[src/rtl/mc_load_credit_if.sv]
// Load-port bundle: circuit address channel, memory address/data channels, result channel and status.
// master = environment side (circuit + memory), slave = the load controller.
interface mc_load_credit_if #(
    parameter int DATA_TYPE = 32,
    parameter int ADDR_TYPE = 32,
    parameter int DEPTH     = 4
);
    localparam int CNT_W = $clog2(DEPTH + 1);

    logic [ADDR_TYPE-1:0] addrIn;
    logic                 addrIn_valid;
    logic                 addrIn_ready;
    logic [ADDR_TYPE-1:0] addrOut;
    logic                 addrOut_valid;
    logic                 addrOut_ready;
    logic [DATA_TYPE-1:0] dataFromMem;
    logic                 dataFromMem_valid;
    logic                 dataFromMem_ready;
    logic [DATA_TYPE-1:0] dataOut;
    logic                 dataOut_valid;
    logic                 dataOut_ready;
    logic [CNT_W-1:0]     pending;
    logic                 err_unexpected;

    modport master (
        output addrIn, addrIn_valid, addrOut_ready,
        output dataFromMem, dataFromMem_valid, dataOut_ready,
        input  addrIn_ready, addrOut, addrOut_valid, dataFromMem_ready,
        input  dataOut, dataOut_valid, pending, err_unexpected
    );

    modport slave (
        input  addrIn, addrIn_valid, addrOut_ready,
        input  dataFromMem, dataFromMem_valid, dataOut_ready,
        output addrIn_ready, addrOut, addrOut_valid, dataFromMem_ready,
        output dataOut, dataOut_valid, pending, err_unexpected
    );
endinterface

[src/rtl/mc_load_credit.sv]
// Credit-gated load port: forwards addresses only while a response slot is reserved,
// and returns memory words in issue order through a DEPTH-entry FIFO.
module mc_load_credit #(
    parameter int DATA_TYPE = 32,
    parameter int ADDR_TYPE = 32,
    parameter int DEPTH     = 4
) (
    input  logic              clk,
    input  logic              rst,
    mc_load_credit_if.slave   bus
);
    localparam int CNT_W = $clog2(DEPTH + 1);
    localparam int PTR_W = (DEPTH > 1) ? $clog2(DEPTH) : 1;
    localparam logic [CNT_W-1:0] DEPTH_C  = CNT_W'(DEPTH);
    localparam logic [PTR_W-1:0] LAST_PTR = PTR_W'(DEPTH - 1);

    logic [CNT_W-1:0]     pending_q, pending_d;
    logic [CNT_W-1:0]     fifo_count_q, fifo_count_d;
    logic [PTR_W-1:0]     rd_ptr_q, rd_ptr_d;
    logic [PTR_W-1:0]     wr_ptr_q, wr_ptr_d;
    logic                 err_q, err_d;
    logic [DATA_TYPE-1:0] storage_q [DEPTH];

    logic [CNT_W-1:0] inflight;
    logic credit_ok;
    logic dm_ready;
    logic dm_fire;
    logic fifo_wr;
    logic fifo_rd;
    logic unexpected;
    logic dout_valid;
    logic issue;

    function automatic logic [PTR_W-1:0] ptr_inc(input logic [PTR_W-1:0] p);
        // Explicit wrap so non-power-of-2 depths work.
        return (p == LAST_PTR) ? '0 : p + PTR_W'(1);
    endfunction

    // Credit is taken from registered state only: no path from dataOut_ready to the address side.
    assign credit_ok  = (pending_q < DEPTH_C);
    assign inflight   = pending_q - fifo_count_q;
    assign dm_ready   = (fifo_count_q < DEPTH_C);
    assign dout_valid = (fifo_count_q != '0);

    assign bus.addrOut           = bus.addrIn;
    assign bus.addrOut_valid     = bus.addrIn_valid & credit_ok;
    assign bus.addrIn_ready      = bus.addrOut_ready & credit_ok;
    assign bus.dataFromMem_ready = dm_ready;
    assign bus.dataOut_valid     = dout_valid;
    assign bus.dataOut           = storage_q[rd_ptr_q];
    assign bus.pending           = pending_q;
    assign bus.err_unexpected    = err_q;

    assign issue      = bus.addrIn_valid & credit_ok & bus.addrOut_ready;
    assign dm_fire    = bus.dataFromMem_valid & dm_ready;
    assign fifo_wr    = dm_fire & (inflight != '0);
    assign unexpected = dm_fire & (inflight == '0);
    assign fifo_rd    = dout_valid & bus.dataOut_ready;

    always_comb begin
        pending_d    = pending_q;
        fifo_count_d = fifo_count_q;
        rd_ptr_d     = rd_ptr_q;
        wr_ptr_d     = wr_ptr_q;
        err_d        = err_q | unexpected;

        case ({issue, fifo_rd})
            2'b10:   pending_d = pending_q + CNT_W'(1);
            2'b01:   pending_d = pending_q - CNT_W'(1);
            default: pending_d = pending_q;
        endcase

        case ({fifo_wr, fifo_rd})
            2'b10:   fifo_count_d = fifo_count_q + CNT_W'(1);
            2'b01:   fifo_count_d = fifo_count_q - CNT_W'(1);
            default: fifo_count_d = fifo_count_q;
        endcase

        if (fifo_wr) begin
            wr_ptr_d = ptr_inc(wr_ptr_q);
        end
        if (fifo_rd) begin
            rd_ptr_d = ptr_inc(rd_ptr_q);
        end
    end

    always_ff @(posedge clk or negedge rst) begin
        if (!rst) begin
            pending_q    <= '0;
            fifo_count_q <= '0;
            rd_ptr_q     <= '0;
            wr_ptr_q     <= '0;
            err_q        <= 1'b0;
        end else begin
            pending_q    <= pending_d;
            fifo_count_q <= fifo_count_d;
            rd_ptr_q     <= rd_ptr_d;
            wr_ptr_q     <= wr_ptr_d;
            err_q        <= err_d;
        end
    end

    // Storage has no reset; occupancy alone decides which entries are meaningful.
    always_ff @(posedge clk) begin
        if (fifo_wr) begin
            storage_q[wr_ptr_q] <= bus.dataFromMem;
        end
    end
endmodule

[src/flat_wrapper.sv]
// flat-port wrapper written by rule: the top's interface ports become plain ports
module mc_load_credit_flat 
#(
    parameter int DATA_TYPE = 32,
    parameter int ADDR_TYPE = 32,
    parameter int DEPTH     = 4
)
  (clk, rst, bus_addrIn, bus_addrIn_valid, bus_addrOut_ready, bus_dataFromMem, bus_dataFromMem_valid, bus_dataOut_ready, bus_addrIn_ready, bus_addrOut, bus_addrOut_valid, bus_dataFromMem_ready, bus_dataOut, bus_dataOut_valid, bus_pending, bus_err_unexpected);
  mc_load_credit_if #(.DATA_TYPE(DATA_TYPE), .ADDR_TYPE(ADDR_TYPE), .DEPTH(DEPTH)) bus_i ();
  input  logic clk;
  input  logic rst;
  input wire logic [$bits(bus_i.addrIn)-1:0] bus_addrIn;
  input wire logic [$bits(bus_i.addrIn_valid)-1:0] bus_addrIn_valid;
  input wire logic [$bits(bus_i.addrOut_ready)-1:0] bus_addrOut_ready;
  input wire logic [$bits(bus_i.dataFromMem)-1:0] bus_dataFromMem;
  input wire logic [$bits(bus_i.dataFromMem_valid)-1:0] bus_dataFromMem_valid;
  input wire logic [$bits(bus_i.dataOut_ready)-1:0] bus_dataOut_ready;
  output wire logic [$bits(bus_i.addrIn_ready)-1:0] bus_addrIn_ready;
  output wire logic [$bits(bus_i.addrOut)-1:0] bus_addrOut;
  output wire logic [$bits(bus_i.addrOut_valid)-1:0] bus_addrOut_valid;
  output wire logic [$bits(bus_i.dataFromMem_ready)-1:0] bus_dataFromMem_ready;
  output wire logic [$bits(bus_i.dataOut)-1:0] bus_dataOut;
  output wire logic [$bits(bus_i.dataOut_valid)-1:0] bus_dataOut_valid;
  output wire logic [$bits(bus_i.pending)-1:0] bus_pending;
  output wire logic [$bits(bus_i.err_unexpected)-1:0] bus_err_unexpected;
  assign bus_i.addrIn = bus_addrIn;
  assign bus_i.addrIn_valid = bus_addrIn_valid;
  assign bus_i.addrOut_ready = bus_addrOut_ready;
  assign bus_i.dataFromMem = bus_dataFromMem;
  assign bus_i.dataFromMem_valid = bus_dataFromMem_valid;
  assign bus_i.dataOut_ready = bus_dataOut_ready;
  assign bus_addrIn_ready = bus_i.addrIn_ready;
  assign bus_addrOut = bus_i.addrOut;
  assign bus_addrOut_valid = bus_i.addrOut_valid;
  assign bus_dataFromMem_ready = bus_i.dataFromMem_ready;
  assign bus_dataOut = bus_i.dataOut;
  assign bus_dataOut_valid = bus_i.dataOut_valid;
  assign bus_pending = bus_i.pending;
  assign bus_err_unexpected = bus_i.err_unexpected;
  mc_load_credit #(.DATA_TYPE(DATA_TYPE), .ADDR_TYPE(ADDR_TYPE), .DEPTH(DEPTH)) u_core (.clk(clk), .rst(rst), .bus(bus_i));
endmodule
[config.mk]
export PLATFORM = sky130hd
export DESIGN_NAME = mc_load_credit_flat
export DESIGN_NICKNAME = d
export VERILOG_FILES = /design/src/rtl/mc_load_credit_if.sv /design/src/rtl/mc_load_credit.sv /design/src/flat_wrapper.sv
export SDC_FILE = /design/constraint.sdc
export NUM_CORES = 1
export LEC_CHECK = 0
export BUFFER_PORTS_ARGS = -buffer_cell sky130_fd_sc_hd__buf_4
export CAP_MARGIN = 20
export CORE_ASPECT_RATIO = 1.2
export CORE_MARGIN = 8
export CORE_UTILIZATION = 39
export DETAILED_ROUTE_END_ITERATION = 8
export PLACE_DENSITY = 0.69
export SYNTH_ARGS = -nofsm -noshare
export SYNTH_HDL_FRONTEND = slang
export SYNTH_SLANG_ARGS = --single-unit
export TNS_END_PERCENT = 5
[constraint.sdc]
create_clock -name clk -period 4.4 [get_ports clk]
set_input_delay 0.44 -clock clk [delete_from_list [all_inputs] [get_ports clk]]
set_output_delay 0.44 -clock clk [all_outputs]
set_load 0.01 [all_outputs]
==> results.py, run 1 <==
metrics = {
    "global_route": {
        "grt_max_degree": 35,
        "grt.overflow.total": 0,
        "grt_pass1_vias": 2831,
        "track_usage_pct": 11.1,
        "grt_pass1_wl_mm": 15.3,
        "antenna_found_initial": 1,
    },
    "synth": {
        "ys.flop_type": "edfxtp_1",
        "synth.most_common_cell": "edfxtp_1",
        "syn_inst": 269,
        "synth_edf_count": 128,
        "syn_area_um2": 5570,
        "ys.warnings.count": 0,
        "synth_xor_area_share_pct": 1.26,
        "synthAdderAreaFrac_pct": 2.74,
        "synth-seq-cells": 139,
        "muxShareOfSynthArea_pct": 14.0,
        "netlist.area_leader.share_pct": 69.0,
        "synth_common_cells": "edfxtp_1, buf_4, mux4_2",
        "synth_top_area_cell": "edfxtp_1",
        "async_reset_ff_share_pct": 7.91,
        "yosysSeqAreaShare_pct": 73.9,
        "avgSynthCellArea_um2": 20.7,
        "yosys.area_share.simple_pct": 1.53,
        "synth-compound-area-share_pct": 0.561,
        "synth_top_family_by_area": "multiplexers",
        "syn_nets": 350,
        "synth_cell_types": 22,
        "synth_area_leaders": "edfxtp_1, mux4_2, dfrtp_1, buf_4, ha_1",
    },
    "routing": {
        "avgRoutedWirePerCell_um": 19.4,
        "drtPass1Iterations": 4,
        "via_count": 2498,
        "drc": 0,
        "drt-initial-drc-count": 148,
        "detail-route-antenna-nets": 0,
        "vias_per_cell": 4.86,
        "wl_mm": 9.97,
    },
    "clock_network": {
        "numCtsBuffers": 17,
        "cts_buffer_depth": 2,
        "tritoncts": "done",
        "numClockSinks": 139,
        "cts_root_buf": "clkbuf_16",
        "h-tree-depth": 4,
        "clock_latency_ns": 0.40,
        "postCtsResizedCells": 0,
        "path_clk_slew_ns": 0.06,
    },
    "die": {
        "initial_core_util_pct": 39.3,
        "rows": 48,
        "core_area_um2": 14200,
        "die-height_um": 147,
        "dieArea_um2": 18400,
        "fp.dieW_um": 125,
        "pin_count": 142,
    },
    "timing": {
        "report.final.slew_viol_count": 0,
        "hold_violations": 0,
        "skew_ns": 0.00833,
        "rsz0062_at_grt": "false",
        "fmax_mhz": 362,
        "fin_crit_ns": 2.76,
        "tns_ns": 0,
        "tightestPinTransition_ns": 1.06,
        "setup_slack_ns": 1.64,
        "hold_slack_ns": 0.240,
        "post-route-period-util_pct": 62.8,
        "relSlewSlack_pct": 28.9,
        "setup-violations-final": 0,
    },
    "cells_and_area": {
        "diodes": 0,
        "fin_util_pct": 47.6,
        "drive_gt1_share_pct": 44.2,
        "area_growth_pct": 21.1,
        "fin_cells": 514,
        "finalInstanceArea_um2": 6750,
        "nets": 408,
    },
    "worst_setup_path": {
        "crit_path_max_fanout": 19,
        "critPathLaunchType": "register",
        "crit_path_end_kind": "output pin",
        "crit_path_start": "u_core.rd_ptr_q[0]",
        "cp.arrival_ns": 2.32,
        "required_ns": 3.96,
        "r2r_start": "u_core.bus.pending[0]",
        "path_class": "reg2out",
        "setup.reg_to_reg.worst_slack_ns": 1.83,
    },
    "placement": {
        "pre_cts_ws_ns": 1.83,
        "hpwl_mm": 6.45,
        "dpl.cell_count": 482,
        "numPortBuffers": 77,
        "gp_congestion": 0.726,
        "place_area_um2": 6130,
    },
    "pwr": {
        "peakVddDrop_uv": 411,
        "finalPower_mw": 4.72,
        "leakagePower_nw": 2.42,
        "powerDensity_nw_per_um2": 700,
    },
    "hold_path": {
        "hp-start": "bus_dataFromMem[24]",
        "hold_class": "in2reg",
    },
    "status": {
        "status": "finished clean",
    },
    "job": {
        "drv_cap": 0,
    },
}
where the power goes:
| part | internal (mW) | switching (mW) | leakage, nW |
|---|---|---|---|
| clock network | 0.940 | 0.496 | 0.295 |
| registers | 1.71 | 0.184 | 1.29 |
| logic | 0.738 | 0.655 | 0.840 |
layout make-up:
cell class / instances / area [um^2]
clock buffer: 18 / 429
multi-input combinational: 76 / 1150
inverter: 14 / 52.6
sequential: 139 / 4120
fill: 1152 / 7430
timing repair buffer: 79 / 596
tap: 175 / 219
clock inverter: 13 / 176
cell families after synthesis:
group | count (synthesis)
flip-flops | 139
buffers and inverters | 54
multiplexers | 37
AND/OR/NAND/NOR | 17
adder cells (fa/ha/maj) | 11
XOR/XNOR | 8
AO/OA/AOI/OAI | 3
cell usage in the layout, fill, tap and decap left out, types with 2 or more instances in the layout:
master | netlist | final
mux4_2 | 32 | 32
xor2_1 | 3 | 3
clkbuf_16 | 0 | 17
buf_4 | 33 | 78
nor2_1 | 8 | 4
clkinv_2 | 0 | 3
xnor2_1 | 5 | 5
nor2_4 | 0 | 4
bufinv_16 | 0 | 4
ha_1 | 9 | 9
edfxtp_1 | 128 | 128
inv_1 | 14 | 14
clkinv_1 | 0 | 2
fa_1 | 2 | 2
dfrtp_2 | 0 | 2
clkinv_4 | 0 | 3
dfrtp_1 | 11 | 9
and2b_2 | 2 | 2
a21o_1 | 2 | 2
nand2_1 | 3 | 3
mux2_4 | 2 | 2
mux2i_1 | 2 | 2
and2b_1 | 2 | 2
path summary, 6_finish.rpt:
kind | end | cells past startpoint
max | bus_dataOut[31] | 3
min reg2reg | u_core.bus.err_unexpected | 1
min in group asynchronous | u_core.bus.pending[1] | 2
min | u_core.storage_q[1][24] | 1
max in group asynchronous | u_core.rd_ptr_q[0] | 2
max reg2reg | u_core.storage_q[1][4] | 6
registers in the layout, indices dropped and copies added, names as in the netlist:
register and flops:
u_core.bus.err_unexpected 1, u_core.bus.pending 3, u_core.storage_q 128, u_core.fifo_count_q 3, u_core.wr_ptr_q 2, u_core.rd_ptr_q 2
routing by layer:
layer / global-route usage (%) / vias up / part of all wire (%)
met3: 4.86 / 10 / 6.6
met5: 0 / - / 0.13
li1: - / 1128 / -
met1: 11.2 / 1280 / 37
met2: 19.9 / 78 / 55
met4: 3.84 / 2 / 0.78
worst max-delay path, stage by stage (launching register included):
cell and delay, ns:
dfrtp_2 0.70, buf_4 0.46, mux4_2 0.58, buf_4 0.16
timing repair:
action,CTS,global route
setup buffers,0,0
setup endpoints to repair,0,0
endpoints found under the hold margin,11,0
hold buffers,1,0
(Power assumes the default switching activity.)
==> inputs of run 2 (changes only) <==
- PLACE_DENSITY: 0.69 -> 0.71
- clock period: 4.4 -> 2.35 ns (I/O delays scaled with it)
==> results.py, run 2 (synthesis results as in run 1) <==
metrics = {
    "worst_setup_path": {
        "cpMostUsedCell": "inv_1",
        "required_ns": 2.69,
        "slowest_stage": "dfrtp_1",
        "crit_path_start": "u_core.bus.pending[0]",
        "cpPeakStageDelay_ns": 0.37,
        "crit_family": "adder cells",
        "cp.arrival_ns": 2.59,
        "cp_num_buf_inv": 2,
        "crit_path_max_fanout": 3,
        "r2r_start": "u_core.bus.pending[0]",
        "critPathLaunchType": "register",
        "path_class": "reg2reg",
        "crit_path_end_kind": "register",
        "cp_cell_sequence": "inv_1 -> ha_1 -> and2b_1 -> xnor2_2 -> o21ai_4 -> ha_4 -> inv_1 -> fa_1 -> xor2_1 -> nor2_1 -> xnor2_1",
    },
    "die": {
        "pin_count": 142,
        "rows": 48,
        "core_area_um2": 14200,
        "die-height_um": 147,
        "dieArea_um2": 18400,
        "fp.dieW_um": 125,
        "initial_core_util_pct": 39.3,
    },
    "cells_and_area": {
        "final_common_cell": "edfxtp_1",
        "fillers": 1181,
        "max_flop_register": "u_core.storage_q",
        "finalInstanceArea_um2": 6930,
        "final_cell_mix": "edfxtp_1, buf_4, mux4_2, clkbuf_16, inv_1",
        "regArea_um2": 4120,
        "nets": 424,
        "diodes": 0,
        "area_growth_pct": 24.5,
        "largest_reg_flops": 128,
        "drive_gt1_share_pct": 48.6,
        "multi_input_area_um2": 1170,
    },
    "clock_network": {
        "numClockSinks": 139,
        "cts_root_buf": "clkbuf_16",
        "tritoncts": "done",
        "path_clk_slew_ns": 0.06,
        "clock_latency_ns": 0.41,
        "numCtsBuffers": 17,
        "cts_buffer_depth": 2,
        "h-tree-depth": 4,
    },
    "global_route": {
        "grt_pass1_vias": 2950,
        "grt_max_degree": 28,
        "grt.overflow.total": 0,
        "grt_pass1_wl_mm": 16.0,
        "track_usage_pct": 11.6,
        "antenna_found_initial": 0,
    },
    "timing": {
        "setup_slack_ns": 0.102,
        "report.final.slew_viol_count": 0,
        "fin_crit_ns": 2.25,
        "tightestPinTransition_ns": 0.389,
        "setup-violations-final": 0,
        "hold_violations": 0,
        "skew_ns": 0.0190,
        "post-route-period-util_pct": 95.7,
        "relSlewSlack_pct": 74.0,
        "fmax_mhz": 445,
    },
    "status": {
        "status": "finished clean",
    },
    "routing": {
        "drc": 0,
        "avgRoutedWirePerCell_um": 19.1,
        "vias_per_cell": 4.92,
        "wl_mm": 10.1,
        "detail-route-antenna-nets": 0,
        "via_count": 2610,
        "drt-initial-drc-count": 86,
        "drtPass1Iterations": 4,
    },
    "pwr": {
        "power_frac_comb_pct": 33.7,
        "power.internal_mw": 6.30,
        "finalPower_mw": 9.00,
        "p_sw_mw": 2.70,
        "pwr-share-seq_pct": 37.8,
        "leakagePower_nw": 2.51,
        "power.share.switching_pct": 30.0,
        "peakVddDrop_uv": 717,
        "clockPowerShare_pct": 28.5,
        "powerDensity_nw_per_um2": 1300,
    },
    "placement": {
        "place_area_um2": 6290,
        "gp_congestion": 0.750,
        "numPortBuffers": 77,
        "hpwl_mm": 6.78,
        "pre_cts_ws_ns": 0.0661,
    },
    "job": {
        "drv_cap": 0,
    },
    "hold_path": {
        "hold_class": "in2reg",
        "hp-start": "bus_dataFromMem[3]",
    },
}
==> run 2: changes by cell type in the layout (fill, tap and decap cells not counted), sizes merged <==
cell / change
buf: +16
bufinv: -3
clkbuf: -1
clkinv: -7
clkinvlp: +2
inv: +10
==> run 2: path summary, 6_finish.rpt <==
path                                                  end  slack, ns  depth (start not counted)
worst min-delay path               u_core.storage_q[1][3]       0.02                          1
worst max-delay path               u_core.fifo_count_q[2]       0.10                         11
max in group asynchronous              u_core.rd_ptr_q[0]       1.99                          2
min in group asynchronous          u_core.fifo_count_q[2]       0.19                          2
worst min register to register  u_core.bus.err_unexpected       0.46                          1
worst max register to register     u_core.fifo_count_q[2]       0.10                         11
==> run 2: per-layer routing <==
metal | wire [um] | vias up | share of wire [%] | GRT usage, %
met1 | 3830 | 1345 | 38 | 12.3
met2 | 5420 | 89 | 54 | 19.7
met4 | 150 | 0 | 1.5 | 5.06
met3 | 721 | 12 | 7.1 | 4.93
met5 | 0 | - | 0 | 0
li1 | - | 1164 | - | -
==> run 2: through the flow <==
| stage | setup TNS (ns) | cells | utilization [%] | hold WS (ns) |
|---|---|---|---|---|
| after global routing | -0.0175 | 531 | 48.9 | 0.00567 |
| final | 0 | 531 | 48.9 | 0.0188 |
| after detailed placement | 0 | 493 | 44.4 | 0.0807 |
| after CTS | 0 | 526 | 48.5 | 0.00416 |
| after global placement | 0 | 493 | 44.4 | 0.0763 |
| after floorplan | -18.46 | 269 | - | -0.0606 |
==> run 2: layout make-up <==
class / instances / area share, %
inverter: 14 / 0.758
sequential: 139 / 59.4
timing repair buffer: 95 / 11.4
clock inverter: 15 / 2.22
multi-input combinational: 76 / 16.9
tap: 175 / 3.16
clock buffer: 17 / 6.13
==> run 2: repair_timing <==
action | 4_1_cts | 5_1_grt
endpoints found under the setup margin | 0 | 1
hold endpoints to repair | 11 | 0
buffers inserted | 0 | 5
resized for setup | 0 | 4
hold buffers | 1 | 0
==> run 2: power groups by stage <==
stage / Combinational (mW) / Sequential [mW] / Clock, mW
6_report: 3.03 / 3.41 / 2.57
5_1_grt: 3.31 / 3.45 / 2.74
4_1_cts: 3.02 / 3.42 / 2.63
3_5_place_dp: 3.00 / 3.47 / 0
3_3_place_gp: 2.95 / 3.43 / 0
2_1_floorplan: 1.82 / 3.38 / 0
